[config.mk]
export PLATFORM = sky130hd
export DESIGN_NAME = aesl_deadlock_watchdog
export DESIGN_NICKNAME = d
export VERILOG_FILES = /design/src/rtl/aesl_deadlock_pkg.sv /design/src/rtl/aesl_sat_counter.sv /design/src/rtl/aesl_deadlock_watchdog.sv
export SDC_FILE = /design/constraint.sdc
export NUM_CORES = 1
export LEC_CHECK = 0
export ABC_AREA = 1
export CAP_MARGIN = 15
export CORE_ASPECT_RATIO = 1.5
export CORE_MARGIN = 5
export CORE_UTILIZATION = 45
export DETAILED_ROUTE_END_ITERATION = 8
export PLACE_DENSITY = 0.77
export SETUP_SLACK_MARGIN = 0.3
export SLEW_MARGIN = 20
export SYNTH_ARGS = -nofsm -noshare
export SYNTH_HDL_FRONTEND = slang
export SYNTH_SLANG_ARGS = --single-unit
[constraint.sdc]
create_clock -name clock -period 3.3 [get_ports clock]
set_clock_uncertainty 0.1 [all_clocks]
set_input_delay 0.66 -clock clock [delete_from_list [all_inputs] [get_ports clock]]
set_output_delay 0.66 -clock clock [all_outputs]
set_load 0.1 [all_outputs]
[src/rtl/aesl_deadlock_pkg.sv]
// Shared definitions for the deadlock watchdog slice.
//   - Default parameter widths for the watchdog and its counters.
//   - Watchdog FSM state enum with a fixed 3-bit encoding (also exported on state_dbg).
package aesl_deadlock_pkg;

    localparam int unsigned DefaultNumAxis = 3;
    localparam int unsigned DefaultThreshW = 16;
    localparam int unsigned DefaultCntW    = 32;
    localparam int unsigned StateW         = 3;

    typedef enum logic [StateW-1:0] {
        StIdle    = 3'd0,
        StWatch   = 3'd1,
        StSuspect = 3'd2,
        StReport  = 3'd3,
        StHalt    = 3'd4
    } wd_state_e;

endpackage

[src/rtl/aesl_sat_counter.sv]
// Saturating up-counter with synchronous clear and load.
// Ports:
//   clock      - rising-edge clock
//   reset      - synchronous active-high reset, zeroes the count
//   clear      - zero the count (highest priority)
//   load       - load load_value (beats inc)
//   load_value - value taken on load
//   inc        - increment by one, sticking at all-ones
//   count      - current count
module aesl_sat_counter #(
    parameter int unsigned Width = 16
) (
    input  logic             clock,
    input  logic             reset,
    input  logic             clear,
    input  logic             load,
    input  logic [Width-1:0] load_value,
    input  logic             inc,
    output logic [Width-1:0] count
);

    localparam logic [Width-1:0] One = {{(Width-1){1'b0}}, 1'b1};

    logic [Width-1:0] count_q, count_d;

    always_comb begin
        count_d = count_q;
        if (clear) begin
            count_d = '0;
        end else if (load) begin
            count_d = load_value;
        end else if (inc && !(&count_q)) begin
            count_d = count_q + One;
        end
    end

    always_ff @(posedge clock) begin
        if (reset) begin
            count_q <= '0;
        end else begin
            count_q <= count_d;
        end
    end

    assign count = count_q;

endmodule

[src/rtl/aesl_deadlock_watchdog.sv]
// Deadlock watchdog: confirms a deadlock once the monitor tree reports "blocked" for a
// threshold number of consecutive cycles, then issues one valid/ready report carrying the
// persistently blocked, non-idle channels and a timestamp.
// Ports:
//   clock, reset        - rising-edge clock, synchronous active-high reset
//   enable              - arms the watchdog; low returns it to IDLE (except while reporting)
//   threshold           - consecutive blocked cycles to confirm (0 treated as 1)
//   monitor_block       - aggregated block flag
//   axis_block_sigs     - per-channel blocked flags
//   inst_idle_sigs      - per-channel idle flags
//   report_valid/ready  - report handshake
//   report_chan_mask    - channels blocked and non-idle throughout the suspect window
//   report_cycles       - timestamp of the confirm cycle
//   deadlock            - sticky confirmed flag, cleared only by reset
//   state_dbg           - current FSM state encoding
module aesl_deadlock_watchdog
    import aesl_deadlock_pkg::*;
#(
    parameter int unsigned NUM_AXIS = DefaultNumAxis,
    parameter int unsigned THRESH_W = DefaultThreshW,
    parameter int unsigned CNT_W    = DefaultCntW
) (
    input  logic                clock,
    input  logic                reset,
    input  logic                enable,
    input  logic [THRESH_W-1:0] threshold,
    input  logic                monitor_block,
    input  logic [NUM_AXIS-1:0] axis_block_sigs,
    input  logic [NUM_AXIS-1:0] inst_idle_sigs,
    output logic                report_valid,
    input  logic                report_ready,
    output logic [NUM_AXIS-1:0] report_chan_mask,
    output logic [CNT_W-1:0]    report_cycles,
    output logic                deadlock,
    output logic [2:0]          state_dbg
);

    localparam logic [THRESH_W-1:0] ThreshOne = {{(THRESH_W-1){1'b0}}, 1'b1};

    wd_state_e state_q, state_d;

    logic [NUM_AXIS-1:0] live_term;
    logic [NUM_AXIS-1:0] mask_q, mask_d;
    logic [NUM_AXIS-1:0] rpt_mask_q, rpt_mask_d;
    logic [CNT_W-1:0]    rpt_cycles_q, rpt_cycles_d;
    logic                deadlock_q, deadlock_d;

    logic [THRESH_W-1:0] thresh_eff;
    logic [THRESH_W-1:0] susp_count;
    logic [THRESH_W-1:0] susp_plus;
    logic                susp_clear, susp_load, susp_inc;
    logic [CNT_W-1:0]    ts_count;

    assign live_term  = axis_block_sigs & ~inst_idle_sigs;
    assign thresh_eff = (threshold == '0) ? ThreshOne : threshold;
    // Value the suspect counter takes this cycle if still blocked; confirm is judged on it so
    // the entry cycle counts as the first blocked cycle.
    assign susp_plus  = (&susp_count) ? susp_count : susp_count + ThreshOne;

    aesl_sat_counter #(
        .Width (THRESH_W)
    ) u_suspect_cnt (
        .clock      (clock),
        .reset      (reset),
        .clear      (susp_clear),
        .load       (susp_load),
        .load_value (ThreshOne),
        .inc        (susp_inc),
        .count      (susp_count)
    );

    aesl_sat_counter #(
        .Width (CNT_W)
    ) u_timestamp_cnt (
        .clock      (clock),
        .reset      (reset),
        .clear      (1'b0),
        .load       (1'b0),
        .load_value ({CNT_W{1'b0}}),
        .inc        (enable),
        .count      (ts_count)
    );

    always_comb begin
        state_d      = state_q;
        mask_d       = mask_q;
        rpt_mask_d   = rpt_mask_q;
        rpt_cycles_d = rpt_cycles_q;
        deadlock_d   = deadlock_q;
        susp_clear   = 1'b0;
        susp_load    = 1'b0;
        susp_inc     = 1'b0;

        unique case (state_q)
            StIdle: begin
                susp_clear = 1'b1;
                mask_d     = '0;
                if (enable) begin
                    state_d = StWatch;
                end
            end
            StWatch: begin
                if (!enable) begin
                    state_d    = StIdle;
                    susp_clear = 1'b1;
                    mask_d     = '0;
                end else if (monitor_block) begin
                    state_d   = StSuspect;
                    susp_load = 1'b1;
                    mask_d    = live_term;
                end
            end
            StSuspect: begin
                if (!enable) begin
                    state_d    = StIdle;
                    susp_clear = 1'b1;
                    mask_d     = '0;
                end else if (!monitor_block) begin
                    // A drop on the would-be confirm cycle also lands here: no report.
                    state_d    = StWatch;
                    susp_clear = 1'b1;
                    mask_d     = '0;
                end else begin
                    susp_inc = 1'b1;
                    mask_d   = mask_q & live_term;
                    if (susp_plus >= thresh_eff) begin
                        state_d      = StReport;
                        rpt_mask_d   = mask_q & live_term;
                        rpt_cycles_d = ts_count;
                        deadlock_d   = 1'b1;
                    end
                end
            end
            StReport: begin
                // Enable is ignored until the consumer takes the report.
                if (report_ready) begin
                    state_d = enable ? StHalt : StIdle;
                end
            end
            StHalt: begin
                if (!enable) begin
                    state_d = StIdle;
                end
            end
            default: begin
                state_d = StIdle;
            end
        endcase
    end

    always_ff @(posedge clock) begin
        if (reset) begin
            state_q      <= StIdle;
            mask_q       <= '0;
            rpt_mask_q   <= '0;
            rpt_cycles_q <= '0;
            deadlock_q   <= 1'b0;
        end else begin
            state_q      <= state_d;
            mask_q       <= mask_d;
            rpt_mask_q   <= rpt_mask_d;
            rpt_cycles_q <= rpt_cycles_d;
            deadlock_q   <= deadlock_d;
        end
    end

    assign report_valid     = (state_q == StReport);
    assign report_chan_mask = rpt_mask_q;
    assign report_cycles    = rpt_cycles_q;
    assign deadlock         = deadlock_q;
    assign state_dbg        = state_q;

endmodule

Yosys cells after proc, flatten, opt, wreduce, memory -nomap -nowiden --
Index checks and enable logic that the tools add are counted.
Cells by class: add/sub/neg operators 2, multipliers 0, divide/modulo/power cells 0, order comparisons 1, eq/ne operators 9, shift-type cells 0, mux-type cells 27, bitwise operators 3, reduce and logical (&&, ||, !) cells 15
Operator list (count):
- 2-to-1 mux 3 bit | 13
- adder 32 x 1 -> 32 bit (second input constant) | 1
- 2-to-1 mux 16 bit | 2
- AND reduction 32 bit | 1
- adder 16 x 1 -> 16 bit (second input constant) | 1
- greater-or-equal comparator 16 bit | 1
- logical NOT 16 bit | 1
- AND reduction 16 bit | 1
- one-hot mux 3 bit (5 select lines) | 1
- 2-to-1 mux 1 bit | 9
- one-hot mux 3 bit (3 select lines) | 1
- AND 3 bit | 2
- == test 3 x 2 -> 1 bit (second input constant) | 2
- AND reduction 5 bit | 1
- != test 2 bit (second input constant) | 2
- != test 4 bit (second input constant) | 1
- AND reduction 4 bit | 1
- == test 3 x 1 -> 1 bit (second input constant) | 1
- == test 3 bit (second input constant) | 1
- logical NOT 3 bit | 1
- != test 3 bit (second input constant) | 1
- NOT 3 bit | 1
- one-hot mux 1 bit (3 select lines) | 1
- nonzero test 3 bit | 1
- 7 further kinds | 9
Storage, ports and cells: flip-flop bits (word level) 90, bits in latches 0, bits in writable memories 0, memory bits (read-only) 0, memories 0

Depth between registers and ports, before layout --
Gate-level depths: netlist of the first run.
depth after elaboration 7, mapped depth 22, gate-level depth less buffers 20

Cells and area by module --
From an unflattened synthesis of the first run, not the netlist that was laid out.
Second synthesis, totals: cells, all modules 1007, area total of the unflattened synthesis 6297.3 um^2
By module, submodules not included:
- aesl_deadlock_watchdog | instances 1, cells an instance 379, area each 2651.3 um^2, sequential area each 840.8 um^2
- aesl_sat_counter (u_timestamp_cnt) | instances 1, cells an instance 426, area each 2437.3 um^2, sequential area each 640.6 um^2
- aesl_sat_counter (u_suspect_cnt) | instances 1, cells an instance 202, area each 1208.7 um^2, sequential area each 320.3 um^2

Least setup slack after synthesis of the first run --
Ideal clock, no wire load.
path kind register to output, from reg state_q[0], in the netlist state_dbg[0], to out report_valid, arrival time 2602 ps, slack -62 ps, stages on the path, launching flop included 5, path buffers 0, path through dfxtp_1 inv_1 nor2_1 inv_1 nor2_1
Between the ends: cells in the longest elaborated chain, start to end 1
Ends and longest elaborated chain:
- start: declaration | line aesl_deadlock_watchdog.sv:40 | wd_state_e state_q, state_d;
- start signal: assignment | line aesl_deadlock_watchdog.sv:153 | state_q <= StIdle;
- start signal: assignment | line aesl_deadlock_watchdog.sv:159 | state_q <= state_d;
- == test 3 x 2 -> 1 bit | line aesl_deadlock_watchdog.sv:167 | assign report_valid = (state_q == StReport);
- end: declaration | line aesl_deadlock_watchdog.sv:30 | output logic report_valid,
Every way passes these cells.

Worst setup path after layout of the first run --
from reg u_suspect_cnt.count_q[1], in the netlist u_suspect_cnt.count[1], to reg rpt_cycles_q[9], in the netlist report_cycles[9]
Between the ends: cells in the longest elaborated chain, start to end 4
Ends and longest elaborated chain:
- start: declaration | line aesl_sat_counter.sv:24 | logic [Width-1:0] count_q, count_d;
- start signal: assignment | line aesl_sat_counter.sv:41 | count_q <= count_d;
- adder 16 x 1 -> 16 bit or AND reduction 16 bit (tied branches) | line aesl_deadlock_watchdog.sv:58 | assign susp_plus = (&susp_count) ? susp_count : susp_count + ThreshOne;
- 2-to-1 mux 16 bit * | line aesl_deadlock_watchdog.sv:58
- greater-or-equal comparator 16 bit * | line aesl_deadlock_watchdog.sv:126 | if (susp_plus >= thresh_eff) begin
- AND reduction 4 bit (no source line) *
- end signal: assignment | line aesl_deadlock_watchdog.sv:162 | rpt_cycles_q <= rpt_cycles_d;
- end: declaration | line aesl_deadlock_watchdog.sv:45 | logic [CNT_W-1:0] rpt_cycles_q, rpt_cycles_d;
Every way passes the cells marked *; elsewhere a longest branch is shown, timed or not. A chain may end at the register's enable or synchronous reset.

==> metrics, run 1 <==
Max Fanout on Critical Path 17; hold path depth 2; Layout area overhead 24.5%; post-synthesis cell count 827; CTS buffer count 9; crit share post-route 0.886; DP HPWL roughly 9900 µm; Vias per Instance just over 5; die height 143 µm; relative slew slack 0.599; pins over their slew limit 0; die width between 90 and 100 µm; Setup TNS 0 ns; P_leak 2.80 nW; synth top area cells dfxtp_1, nand2_1, nor2_1, inv_1, nand3_1; Post-synth EDFFs 0; power share of the combinational group 0.206; die footprint ~14,000 µm²; first drt pass iteration count 5; final hold vios 0; I/O Buffers 66; grt total ovfl 0; sequential fraction of the synthesis area 0.338; fin util 0.572; DR iter-0 viols around 290; PwrDens 447 nW/µm²; Max Freq 342 MHz; Synth top area share 0.338; Psw approximately 0.9 mW; status finished clean; most frequent cell after synthesis nand2_1; WP data required around 3.5 ns; R2R setup slack ~0.38 ns; Post-synth top cells nand2_1, nor2_1, dfxtp_1, inv_1, nand3_1; post-place setup slack 0.0560 ns; CTS tree yes; Synth area leader dfxtp_1; core area about 12,000 µm²; unrepaired setup endpoints after global routing yes; dominant synthesized flop cell dfxtp_1; synthesized cell area between 5000 and 6000 µm²; DRT antenna net count 0; Hold EP mask_q[2]; Worst-path clk slew 0.06 ns; Hold WC Path Type reg2reg; Worst Reg-to-Reg Cells 22; syn_nets around 870; synth warn 0; Internal 2.07 mW; H-tree levels 3; vias approximately 5,400; HP Start mask_q[2]; PnR worst setup slack around 0.38 ns; post-route DRC violation count 0; CP endpoint kind register; row count 48; vias in the first global route ~5,000; MaxCap Viol Count 0; share of power burned in registers 0.387; ant diodes 0; worst r2r dst report_cycles[9]; Max IR drop VDD ~0.28 mV; net count reported at finish ~950; Worst Path Class, Setup reg2reg; routed wire length between 10,000 and 15,000 µm; first-pass GRT wire length ~23,000 µm; clock latency at the later pin of the worst-skew pair 0.35 ns; CTS max path bufs 2; Final Setup Violations 0; Startpoint Class register; RR Startpoint u_suspect_cnt.count[1]; Worst Path Arrival roughly 3.1 ns; CTS Root Cell clkbuf_16; min Tclk post-route around 3 ns; starting density of the core 0.460; Distinct cells, synth 37; switch share 0.302; syn avg cell area between 6 and 7 µm²; clock sink count 90; largest net degree at the start of global routing between 50 and 60; #FFs+latches synth 90; clock network power share 0.406; gr usage total 0.192; Routability Congestion 0.928; worst slew pin tran about 0.6 ns; asr flop ratio synth 0; initial antenna violation count 0; layout cells sized above 1 0.159; Routed wire per std cell 13.8 µm; io pins 67
[stage by stage]
step           cell area, µm²  hold WS, ns  power [mW]  std cells
3_3_place_gp             6000        0.354        1.76       1028
6_report                 6640        0.370        2.96       1055
2_1_floorplan            5330        0.344        1.61        827
3_5_place_dp             6000        0.359        1.76       1028
5_1_grt                  6640        0.395        3.08       1055
4_1_cts                  6410        0.373        2.96       1047
[sequential cells by signal, summed over array words and instances (netlist names)]
register,cells
state_dbg,3
u_timestamp_cnt.count,32
report_cycles,32
u_suspect_cnt.count,16
deadlock,1
mask_q,3
report_chan_mask,3
[worst max-delay path: stages, from the launching register on]
cell and delay (ns):
dfxtp_2 0.36, ha_4 0.16, nand3_4 0.09, nor3_4 0.16, buf_12 0.15, nand2_8 0.06, nor2_8 0.13, buf_6 0.16
nor2_4 0.04, a21oi_2 0.12, ha_1 0.27, nand2_1 0.08, nand2_1 0.04, nand2_1 0.05, nand2_1 0.06, nand2_1 0.06
nand2_1 0.06, nand2_2 0.11, nand2_4 0.11, clkbuf_16 0.22, nand3_1 0.08, nand2_1 0.05, nor2_1 0.12
[placed cells by master (no fill, tap or decap), types with 2 or more instances in the layout]
cell               n
bufinv_16          3
nor2_2            11
inv_6              2
a211oi_1           5
nand2_4            2
nand3_2            4
xor2_1            14
dfxtp_1           85
inv_2              5
clkbuf_16         10
nand3_1           56
clkbuf_8           2
nor4_1             4
a21oi_2            7
nand3b_1           5
nand2_8            2
or2_2              3
clkinvlp_4         2
o21ai_0           22
a21oi_1           34
o21ai_1            2
nor3_4             3
clkdlybuf4s50_1   26
ha_1              17
nand2_2           10
buf_12             2
inv_1             81
o21bai_1           2
nor3_1            28
dfxtp_2            5
buf_4             54
nand2_1          224
nor2_4             4
nand4_1            8
nor3_2             5
clkinv_2           2
xnor2_1            4
nor2_1           140
[power by group through the flow]
stage / Clock, mW / Combinational (mW) / Sequential, mW
after global placement: 0 / 0.592 / 1.17
after CTS: 1.22 / 0.597 / 1.14
final: 1.20 / 0.612 / 1.15
after detailed placement: 0 / 0.594 / 1.17
after floorplan: 0 / 0.328 / 1.29
after global routing: 1.26 / 0.669 / 1.15
[what timing repair did]
action	4_1_cts	5_1_grt
gates resized for setup	11	35
pin swaps	4	9
setup endpoints to repair	36	39
setup buffers	3	3
hold buffers	0	0
cloned	0	5
[kinds of logic (layout without fill, tap and decap cells)]
group,Yosys count,count (layout),share of synthesized area
buf+inv,115,193,0.0930
flops,90,90,0.338
fa+ha+maj,18,18,0.0423
simple gates,512,512,0.419
xor+xnor,18,18,0.0296
compound gates,74,74,0.0784
[final cells by class]
cell class | instances | area (µm²)
repair inverters | 4 | 36.3
repair buffers | 84 | 742
multi-input cells | 622 | 3160
clock inverters | 5 | 100
flip-flops and latches | 90 | 1810
clock buffers | 11 | 253
fillers | 1137 | 4960
well taps | 150 | 188
inverters | 89 | 350
[layer usage]
metal,part of all wire,global-route usage
met1,0.39,0.211
met2,0.53,0.356
met3,0.037,0.0215
met4,0.042,0.104
met5,0,0
[how the worst max path moves through the flow]
stage	startpoint	to	slack [ns]	depth (start not counted)
2_1_floorplan	u_suspect_cnt.count[0]	report_chan_mask[0]	0.36	22
3_3_place_gp	threshold[12]	report_cycles[15]	0.11	14
3_5_place_dp	threshold[12]	report_cycles[0]	0.06	14
4_1_cts	u_suspect_cnt.count[1]	report_chan_mask[1]	0.28	17
5_1_grt	u_suspect_cnt.count[1]	report_cycles[9]	0.18	22
6_report	u_suspect_cnt.count[1]	report_cycles[9]	0.38	22
Power figures use the tool's default switching activity.
==> inputs of run 2 (changes only) <==
GPL_TIMING_DRIVEN = 0   (was default)
SLEW_MARGIN = default   (was 20)
==> run 2 against run 1 <==
  * Die area unchanged
  * Worst setup slack worse by 0.047 ns
  * Design area up 8.8%
  * Sequential cell count unchanged
  * Sequential power about the same
  * Global-route usage up 2.8 points
  * Hold slack worse by 0.0029 ns
  * Critical path depth down 5
==> metrics, run 2 (same netlist as run 1, synthesis figures left out) <==
status finished clean; Worst Path Class, Setup reg2reg; Vias per Instance 5.11; clock sink count 90; core area approximately 12,000 µm²; vias about 5,600; WP data required 3.44 ns; HP Start report_cycles[25]; Routed wire per std cell between 10 and 15 µm; RR Startpoint u_suspect_cnt.count[3]; net count reported at finish approximately 980; largest net degree at the start of global routing 16; relative slew slack 0.327; die footprint between 10,000 and 15,000 µm²; post-place setup slack -0.361 ns; Hold WC Path Type reg2reg; CTS Root Cell clkbuf_16; post-route DRC violation count 0; gr usage total 0.220; multi-input logic area between 3000 and 4000 µm²; P_leak around 2.9 nW; Setup TNS 0 ns; PwrDens a little under 400 nW/µm²; final hold vios 0; Startpoint Class register; CTS tree yes; Psw 0.964 mW; CTS buffer count 9; die width between 90 and 100 µm; clock latency at the later pin of the worst-skew pair 0.35 ns; Max IR drop VDD around 0.30 mV; I/O Buffers 65; initial antenna violation count 0; layout cells sized above 1 0.183; CP cell instances nand2_2, nor3_4, nand3_2, nor2_4, nand2_1, xor2_2, nand2_1, ha_1, a21oi_2, o21ai_2, nor2_4, nand2_8, nand2_8, clkinv_8, buf_16, nor2_1, nor2_1; Internal 1.86 mW; unrepaired setup endpoints after global routing yes; PnR worst setup slack between 0.3 and 0.4 ns; Seq. cell area approximately 1800 µm²; CTS max path bufs 2; worst slew pin tran 1.01 ns; first-pass GRT wire length ~25,000 µm; Worst Path Arrival between 3 and 4 ns; H-tree levels 3; Critical-path top delay cell dfxtp_4; first drt pass iteration count 5; routed wire length roughly 16,000 µm; Setup crit start u_suspect_cnt.count[3]; share of power burned in registers 0.406; Layout area overhead 35.4%; Max Freq between 300 and 400 MHz; pins over their slew limit 0; crit share post-route 0.901; MaxCap Viol Count 0; DRT antenna net count 0; min Tclk post-route between 2 and 3 ns; DR iter-0 viols about 290; CP top delay family simple AND/OR/NAND/NOR gates; DP HPWL 11,100 µm; starting density of the core 0.460; power share of the combinational group 0.244; Max stage delay on crit path approximately 0.38 ns; die height between 100 and 150 µm; vias in the first global route about 5,500; clock network power share 0.349; Final Setup Violations 0; most frequent cells in the layout nand2_1, nor2_1, dfxtp_1, inv_1, clkdlybuf4s50_1; most common cell after layout, fill and taps aside nand2_1; Worst Path Buf+Inv 2; ant diodes 0; Worst-path clk slew 0.06 ns; fillcell total 1,034; row count 48; grt total ovfl 0; switch share 0.342; Max Fanout on Critical Path 6; CP endpoint kind register; Routability Congestion approximately 0.95; io pins between 60 and 70
==> run 2: per-stage QoR <==
| stage | power [mW] | hold WS (ns) | utilization | cell area, µm² | cells |
|---|---|---|---|---|---|
| 2_1_floorplan | 1.61 | 0.344 | - | 5330 | 827 |
| 3_3_place_gp | 1.78 | 0.352 | 0.532 | 6170 | 1042 |
| 3_5_place_dp | 1.78 | 0.357 | 0.532 | 6170 | 1042 |
| 4_1_cts | 2.77 | 0.374 | 0.592 | 6860 | 1080 |
| 5_1_grt | 2.94 | 0.390 | 0.623 | 7220 | 1089 |
| 6_report | 2.82 | 0.367 | 0.623 | 7220 | 1089 |
==> run 2: power groups by stage <==
stage	Combinational (mW)	Clock, mW	Sequential, mW
finish	0.689	0.985	1.15
global route	0.752	1.04	1.15
detailed placement	0.612	0	1.17
CTS	0.639	0.987	1.15
floorplan	0.328	0	1.29
global placement	0.605	0	1.17
==> run 2: final timing paths <==
check	endpoint	slack, ns	cells after the start
worst max-delay path	report_cycles[29]	0.33	17
worst min-delay path	report_cycles[25]	0.37	2
worst max register to register	report_cycles[29]	0.33	17
worst min register to register	report_cycles[25]	0.37	2
==> run 2: timing repair <==
action | 4_1_cts | 5_1_grt
setup buffers | 18 | 6
resized for setup | 59 | 61
hold buffers | 0 | 0
setup endpoints to repair | 40 | 39
cloned | 4 | 3
pin swaps | 17 | 35
==> run 2: cell type report <==
type	instances	share of cell area
Multi-Input combinational cell	623	0.468
Sequential cell	90	0.252
Timing Repair Buffer	94	0.134
Inverter	89	0.0480
Clock buffer	10	0.0331
Buffer	26	0.0310
Tap cell	150	0.0260
Clock inverter	6	0.00589
Timing Repair inverter	1	0.000867
==> run 2: metal layers <==
metal  GRT usage  vias up  wire length [µm]
li1            -     2837                 -
met1       0.214     2539              5910
met2       0.424      144              8590
met3      0.0308       50               560
met4       0.143        0               752
met5           0        -                 0
==> run 2: worst register-to-register path: stages, from the launching register on <==
cell and delay [ns]:
dfxtp_4 0.38, nand2_2 0.08, nor3_4 0.21, nand3_2 0.15, nor2_4 0.19, nand2_1 0.11, xor2_2 0.18, nand2_1 0.08
ha_1 0.33, a21oi_2 0.16, o21ai_2 0.08, nor2_4 0.21, nand2_8 0.10, nand2_8 0.09, clkinv_8 0.09, buf_16 0.15
nor2_1 0.10, nor2_1 0.05
==> inputs of run 3 (changes only) <==
HOLD_SLACK_MARGIN = 0.02   (was default)
==> results of run 3 <==
The final DEF is identical to that of run 2; final timing and power are the same.
